**src/rtl/life_gen_scheduler.sv**
```systemverilog
// Launches one life-update pass every FRAMES_PER_GEN frames or per step request; swaps buffers at vblank start.
// Launch/swap visible one clk after the qualifying frame tick; no backpressure, a due generation hitting a busy engine is dropped and flagged.
module life_gen_scheduler #(
    parameter int HPIXEL         = 640,
    parameter int VPIXEL         = 480,
    parameter int FRAMES_PER_GEN = 30
) (
    input  logic        clk,
    input  logic        rst_n,
    input  logic [11:0] hCount,
    input  logic [11:0] vCount,
    input  logic        run,
    input  logic        step,
    input  logic        genDone,
    input  logic        clearOverrun,
    output logic        genStart,
    output logic        dispBuf,
    output logic [15:0] generation,
    output logic        busy,
    output logic        overrun
);

    localparam int FCW = (FRAMES_PER_GEN > 1) ? $clog2(FRAMES_PER_GEN) : 1;
    localparam logic [FCW-1:0] FC_LAST = FCW'(FRAMES_PER_GEN - 1);

    typedef enum logic [1:0] {
        ST_IDLE,
        ST_START,
        ST_BUSY,
        ST_READY
    } state_t;

    state_t         state_q, state_d;
    logic           cond_q, cond_d;
    logic [FCW-1:0] frame_cnt_q, frame_cnt_d;
    logic           step_pending_q, step_pending_d;
    logic           gen_start_q, gen_start_d;
    logic           disp_buf_q, disp_buf_d;
    logic [15:0]    generation_q, generation_d;
    logic           busy_q, busy_d;
    logic           overrun_q, overrun_d;

    logic frame_tick, auto_due, due, launch, swap;

    always_comb begin
        // Raster may hold the vblank origin for several clks; only its first clk is the tick.
        cond_d     = (vCount == 12'(VPIXEL)) && (hCount == 12'd0);
        frame_tick = cond_d && !cond_q;
        auto_due   = run && frame_tick && (frame_cnt_q == FC_LAST);
        due        = auto_due || (frame_tick && step_pending_q);

        state_d = state_q;
        launch  = 1'b0;
        swap    = 1'b0;
        case (state_q)
            ST_IDLE: begin
                if (due) begin
                    state_d = ST_START;
                    launch  = 1'b1;
                end
            end
            ST_START: state_d = ST_BUSY;
            ST_BUSY: begin
                if (genDone) begin
                    if (frame_tick) begin
                        swap    = 1'b1;
                        state_d = ST_IDLE;
                    end else begin
                        state_d = ST_READY;
                    end
                end
            end
            ST_READY: begin
                if (frame_tick) begin
                    swap    = 1'b1;
                    state_d = ST_IDLE;
                end
            end
            default: state_d = ST_IDLE;
        endcase

        frame_cnt_d = frame_cnt_q;
        if (!run) begin
            frame_cnt_d = '0;
        end else if (frame_tick) begin
            frame_cnt_d = (frame_cnt_q == FC_LAST) ? '0 : frame_cnt_q + 1'b1;
        end

        // A step arriving on the launch cycle is served by that launch.
        step_pending_d = step_pending_q;
        if (launch) begin
            step_pending_d = 1'b0;
        end else if (step) begin
            step_pending_d = 1'b1;
        end

        disp_buf_d   = swap ? ~disp_buf_q : disp_buf_q;
        generation_d = swap ? generation_q + 16'd1 : generation_q;

        overrun_d = overrun_q;
        if (auto_due && (state_q != ST_IDLE)) begin
            overrun_d = 1'b1;
        end else if (clearOverrun) begin
            overrun_d = 1'b0;
        end

        gen_start_d = (state_d == ST_START);
        busy_d      = (state_d != ST_IDLE);
    end

    always_ff @(posedge clk or negedge rst_n) begin
        if (!rst_n) begin
            state_q        <= ST_IDLE;
            cond_q         <= 1'b0;
            frame_cnt_q    <= '0;
            step_pending_q <= 1'b0;
            gen_start_q    <= 1'b0;
            disp_buf_q     <= 1'b0;
            generation_q   <= 16'd0;
            busy_q         <= 1'b0;
            overrun_q      <= 1'b0;
        end else begin
            state_q        <= state_d;
            cond_q         <= cond_d;
            frame_cnt_q    <= frame_cnt_d;
            step_pending_q <= step_pending_d;
            gen_start_q    <= gen_start_d;
            disp_buf_q     <= disp_buf_d;
            generation_q   <= generation_d;
            busy_q         <= busy_d;
            overrun_q      <= overrun_d;
        end
    end

    assign genStart   = gen_start_q;
    assign dispBuf    = disp_buf_q;
    assign generation = generation_q;
    assign busy       = busy_q;
    assign overrun    = overrun_q;

    // The tick sits at the line origin, which must lie inside the visible line width.
    a_tick_on_line: assert property (@(posedge clk) disable iff (!rst_n)
        frame_tick |-> (hCount < 12'(HPIXEL)));

endmodule

```
**config.mk**
```make
export PLATFORM = sky130hd
export DESIGN_NAME = life_gen_scheduler
export DESIGN_NICKNAME = d
export VERILOG_FILES = /design/src/rtl/life_gen_scheduler.sv
export SDC_FILE = /design/constraint.sdc
export NUM_CORES = 1
export LEC_CHECK = 0
export CAP_MARGIN = 40
export CELL_PAD_IN_SITES_DETAIL_PLACEMENT = 1
export CELL_PAD_IN_SITES_GLOBAL_PLACEMENT = 1
export CORE_MARGIN = 5
export CORE_UTILIZATION = 31
export CTS_CLUSTER_SIZE = 16
export DETAILED_ROUTE_END_ITERATION = 6
export PLACE_DENSITY = 0.75
export SLEW_MARGIN = 40
export SYNTH_ARGS = -nofsm -noshare
export SYNTH_HDL_FRONTEND = slang
export SYNTH_SLANG_ARGS = --single-unit
```
**constraint.sdc**
```tcl
create_clock -name clk -period 1.5 [get_ports clk]
set_clock_uncertainty 0.1 [all_clocks]
set_input_delay 0.225 -clock clk [delete_from_list [all_inputs] [get_ports clk]]
set_output_delay 0.225 -clock clk [all_outputs]
set_load 0.03 [all_outputs]
```
# ---- Word level (Yosys, flattened, before mapping)
# Index checks and enable logic that the tools add are counted.
dict set report word_totals {
  reg_bits 29
  latch_bits 0
  output_inout_bits 20
  memories 0
  word_cells 50
  inputBits 30
  romBits 0
  ramBits 0
}
dict set report classes {
  add_sub_neg 2
  bitwise_logic 1
  reduce_logical 14
  order_cmp 0
  div_mod_pow 0
  muxes 17
  n_eq_ne 7
  shift 0
  n_mul 0
}
# op n
set op_table {}
lappend op_table {{adder 16 x 1 -> 16 bit (second input constant)} 1}
lappend op_table {{two-way mux 5 bit} 3}
lappend op_table {{== test 12 x 9 -> 1 bit (second input constant)} 1}
lappend op_table {{logical NOT 12 bit} 1}
lappend op_table {{two-way mux 1 bit} 8}
lappend op_table {{two-way mux 2 bit} 4}
lappend op_table {{case mux 2 bit (4 select lines)} 1}
lappend op_table {{nonzero test 2 bit} 4}
lappend op_table {{logical AND 1 bit} 6}
lappend op_table {{adder 5 x 1 -> 5 bit (second input constant)} 1}
lappend op_table {{== test 5 bit (second input constant)} 1}
lappend op_table {{== test 2 x 1 -> 1 bit (second input constant)} 2}
lappend op_table {{== test 2 bit (second input constant)} 2}
lappend op_table {{logical NOT 2 bit} 1}
lappend op_table {{inequality test 2 x 1 -> 1 bit (second input constant)} 1}
lappend op_table {{case mux 1 bit (2 select lines)} 1}
lappend op_table {{logical NOT 1 bit} 1}
lappend op_table {{logical OR 1 bit} 1}
lappend op_table {{NOT 1 bit} 1}

# ---- Depth between registers and ports, before layout
dict set report logic_depth {
  depth_word 9
  depth_mapped 6
  depth_no_buf 6
}

# ---- Least setup slack after synthesis
# No wires, ideal clock.
dict set report synth_timing {
  path_type {reg-to-reg}
  from {register generation_q[3], in the netlist generation[3]}
  to {register generation_q[15], in the netlist generation[15]}
  stages_incl_launch_ff 6
  slack_ns -0.180
  t_required_ns 1.320
  synth_period_minus_slack_ns 1.680
  path_buffers 1
  setup_ns 0.080
  arrival_time_ns 1.500
  cell_sequence {dfrtp_1 and4_1 clkbuf_1 nand3_1 nor4_2 xor2_1}
}
dict set report synth_between {
  elab_chain_cells 1
}
# element line
set synth_rtl {}
lappend synth_rtl {{start, declared} 39} ;# logic [15:0] generation_q, generation_d;
lappend synth_rtl {{start signal, assigned} 129} ;# generation_q <= generation_d;
lappend synth_rtl {{adder 16 x 1 -> 16 bit} 98} ;# generation_d = swap ? generation_q + 16'd1 : generation_q;
# No other way between the ends.
# A chain may end at the register's enable or synchronous reset.

# ---- Worst setup path in the final report
dict set report layout_timing {
  from {register frame_cnt_q[0]}
  to {register frame_cnt_q[0]}
}
dict set report layout_between {
  elab_chain_cells 4
  elab_cells_between_ends 5
  classes_between {add/sub: 1; eq/ne: 1; mux: 3}
}
# element line
set layout_rtl {}
lappend layout_rtl {{start, declared} 35} ;# logic [FCW-1:0] frame_cnt_q, frame_cnt_d;
lappend layout_rtl {{start signal, assigned} 125} ;# frame_cnt_q <= frame_cnt_d;
lappend layout_rtl {{adder 5 x 1 -> 5 bit or == test 5 bit (tied branches)} 86} ;# frame_cnt_d = (frame_cnt_q == FC_LAST) ? '0 : frame_cnt_q + 1'b1;
lappend layout_rtl {{two-way mux 5 bit (*)} 86}
lappend layout_rtl {{two-way mux 5 bit (*)} 85} ;# end else if (frame_tick) begin
lappend layout_rtl {{two-way mux 5 bit (*)} 83} ;# if (!run) begin
# Mark *: on every way between the ends. The rest lies on a longest branch, timed or not. The select of a mux whose other input is x is not followed.

==> out/results.ini <==
[synthesis]
yosys_warnings=0
synth_cell_types=37
synth_seq_area_share=0.473
synthFlopType=dfrtp_1
synthMuxAreaShare=0.00734
async_reset_ff_frac=1.00
synth_top_family_by_area=simple AND/OR/NAND/NOR gates
synth_adder_area_share=0.0245
syn_inst=133
synth_compound_area_frac=0.0734
syn-num-nets=166
synth.avg_cell_area_sq_um=11.5
synthXorXnorAreaFrac=0.0914
synth_simple_gate_area_frac=0.298
ys_ff_latch=29
syn_area_sq_mm=0.00153
synth_edf_count=0

[timing]
setup_violations=17
whs_ns=0.200
max-slew-margin-rel=0.775
rsz0062_at_grt=yes
worst_pin_slew_ns=0.339
max_freq_mhz=602
fin_ws_ns=-0.161
hold_violations=0
setup-tns-final_ns=-0.991
fin_crit_ns=1.66
post-route-period-util=1.11
slew_violations=0

[layout]
layout.nets=261
largest_register_ffs=16
design_area_sq_mm=0.00292
final_cells=296
multi_input_area_sq_mm=0.00110
fillers=484
seq_area_sq_um=739
area_growth_pct=90.6
antenna_cells=0
drive_gt1_frac=0.533

[setup_path]
crit_slowest_cell=or4_4
crit_required_ns=1.62
crit_fanout=6
arrival_ns=1.78
critical-path-max-stage-delay_ns=0.53
reg2reg_slack_ns=-0.16
path_cells=ha_4, and4_4, or4_4, a21oi_4
worstRegToRegCells=4
rr_endpoint=frame_cnt_q[0]$_DFFE_PN0P_
path_class=flop to flop
start_kind=flop
r2r-start=frame_cnt_q[0]$_DFFE_PN0P_
end_kind=flop

[place]
dp_cells=269
port_buffers=49
dpl_cell_area_sq_mm=0.00231
dp_hpwl_um=3430
gp_congestion=0.764

[route]
wl_um=6350
drc=0
vias_per_cell=5.22
antenna_left=0
drt_first_iter_violations=89
drtPass1Iterations=4
vias=1546
wl_per_cell_um=21.4

[die]
row_count=25
core_region_area_sq_mm=0.00475
die_h_um=80.3
pin_count=50
die_w_um=80.3
die_area_sq_mm=0.00646
start_util=0.323

[clock_tree]
root_buffer=clkbuf_8
cts_made_buffers=5
htree_levels=2
holdBufCountCts=0
clock_sinks=29
cts_tree=built
clkTransAtPathRegs_ns=0.07
clk-insertion-delay-late_ns=0.29
cts.path.max_buffers=2

[power]
pwr-share-clk=0.493
power.leakage_nw=1.49
p_sw_w=0.000398
p_seq_frac=0.436
power_frac_comb=0.071
ir_worst_vdd_mv=0.467
internal_power_w=0.00139
powerDensity_mw_per_mm2=613
p_total_w=0.00179
swShare=0.222

[status]
violations=setup timing
outcome=finished, violations left

[hold_path]
min_path_type=input port to asynchronous set/reset pin

[global_route]
grt_pass1_vias=1766
antenna_found_initial=0
grt_pass1_wl_um=9330
grt_overflow=0
grt_max_degree=30
grt.total_usage=0.191

[job]
drv_cap=0

==> Yosys cell counts (all sizes together) (3+ instances only) <==
library cell / instances / area [sq um]
and4: 3 / 26.3
nand2: 7 / 26.3
nor2: 6 / 22.5
inv: 8 / 30.0
o21ai: 4 / 20.0
nand3: 6 / 30.0
a21oi: 4 / 20.0
nor3: 11 / 55.1
ha: 3 / 37.5
nor4: 9 / 156
xor2: 13 / 114
xnor2: 3 / 26.3
nand4: 3 / 33.8
dfrtp: 29 / 726
==> power groups by stage <==
stage / combinational [W] / sequential (W) / clock [W]
2_1_floorplan: 0.0000131 / 0.000797 / 0
3_3_place_gp: 0.000130 / 0.000796 / 0
3_5_place_dp: 0.000134 / 0.000796 / 0
4_1_cts: 0.000123 / 0.000782 / 0.000868
5_1_grt: 0.000138 / 0.000781 / 0.000939
6_report: 0.000128 / 0.000781 / 0.000884
==> stage by stage <==
stage,setup WS [ns],utilization
floorplan,-0.0573,-
global placement,-0.610,0.486
detailed placement,-0.702,0.486
CTS,-0.0714,0.553
global route,-0.203,0.615
finish,-0.161,0.615
==> metal layers <==
metal  GRT usage  wire [um]  part of all wire  vias up
li1            -          -                 -      687
met1       0.210       2460              0.39      772
met2       0.359       3370              0.53       70
met3      0.0415        359             0.057       17
met4      0.0608        160             0.025        0
met5           0          0                 0        -
==> repair_timing <==
action,CTS,global route
cloned,3,1
setup endpoints to repair,48,27
setup buffers,6,10
pin swaps,20,29
gates resized for setup,119,45
==> worst max-delay path by stage <==
stage | start | endpoint | slack (ns) | cells after the start
6_report | frame_cnt_q[0]$_DFFE_PN0P_ | frame_cnt_q[0]$_DFFE_PN0P_ | -0.16 | 4
5_1_grt | frame_cnt_q[0]$_DFFE_PN0P_ | frame_cnt_q[0]$_DFFE_PN0P_ | -0.20 | 4
4_1_cts | frame_cnt_q[0]$_DFFE_PN0P_ | frame_cnt_q[0]$_DFFE_PN0P_ | -0.07 | 4
3_5_place_dp | vCount[1] | generation[5]$_DFFE_PN0P_ | -0.70 | 6
3_3_place_gp | hCount[0] | generation[12]$_DFFE_PN0P_ | -0.61 | 6
2_1_floorplan | hCount[0] | generation[1]$_DFFE_PN0P_ | -0.06 | 4
==> worst max-delay path: cells and delay by family (launching register included) <==
family | cells | cell delay [ns]
and+or+nand+nor | 2 | 0.70
DFF | 1 | 0.44
adders and majority gates | 1 | 0.17
AOI/OAI and AO/OA | 1 | 0.17
==> cells in the final DEF (no fill, tap or decap), types with 5 or more instances in the layout <==
cell type | synthesis | final
buf_4 | 0 | 27
buf_2 | 1 | 6
nor4_4 | 5 | 9
nor3_4 | 0 | 11
nand2_1 | 7 | 7
dfrtp_2 | 0 | 11
clkbuf_8 | 0 | 6
buf_6 | 1 | 15
dlygate4sd2_1 | 0 | 29
xor2_1 | 13 | 13
inv_1 | 8 | 6
nor2_1 | 6 | 5
dfrtp_1 | 29 | 18
==> cell families (layout without fill, tap and decap cells) <==
| kind of cell | count (synthesis) | in the layout |
|---|---|---|
| simple gates | 57 | 58 |
| compound gates | 16 | 16 |
| buf+inv | 11 | 106 |
| fa+ha+maj | 3 | 3 |
| mux | 1 | 1 |
| flops | 29 | 29 |
| xor+xnor | 16 | 16 |
==> final cells by class <==
cell class / instances / area share
multi-input cells: 94 / 0.376
repair buffers: 90 / 0.293
flip-flops and latches: 29 / 0.253
clock buffers: 7 / 0.0295
well taps: 67 / 0.0287
clock inverters: 1 / 0.0103
inverters: 8 / 0.0103
Note: power is estimated with default switching activity, not from simulation.
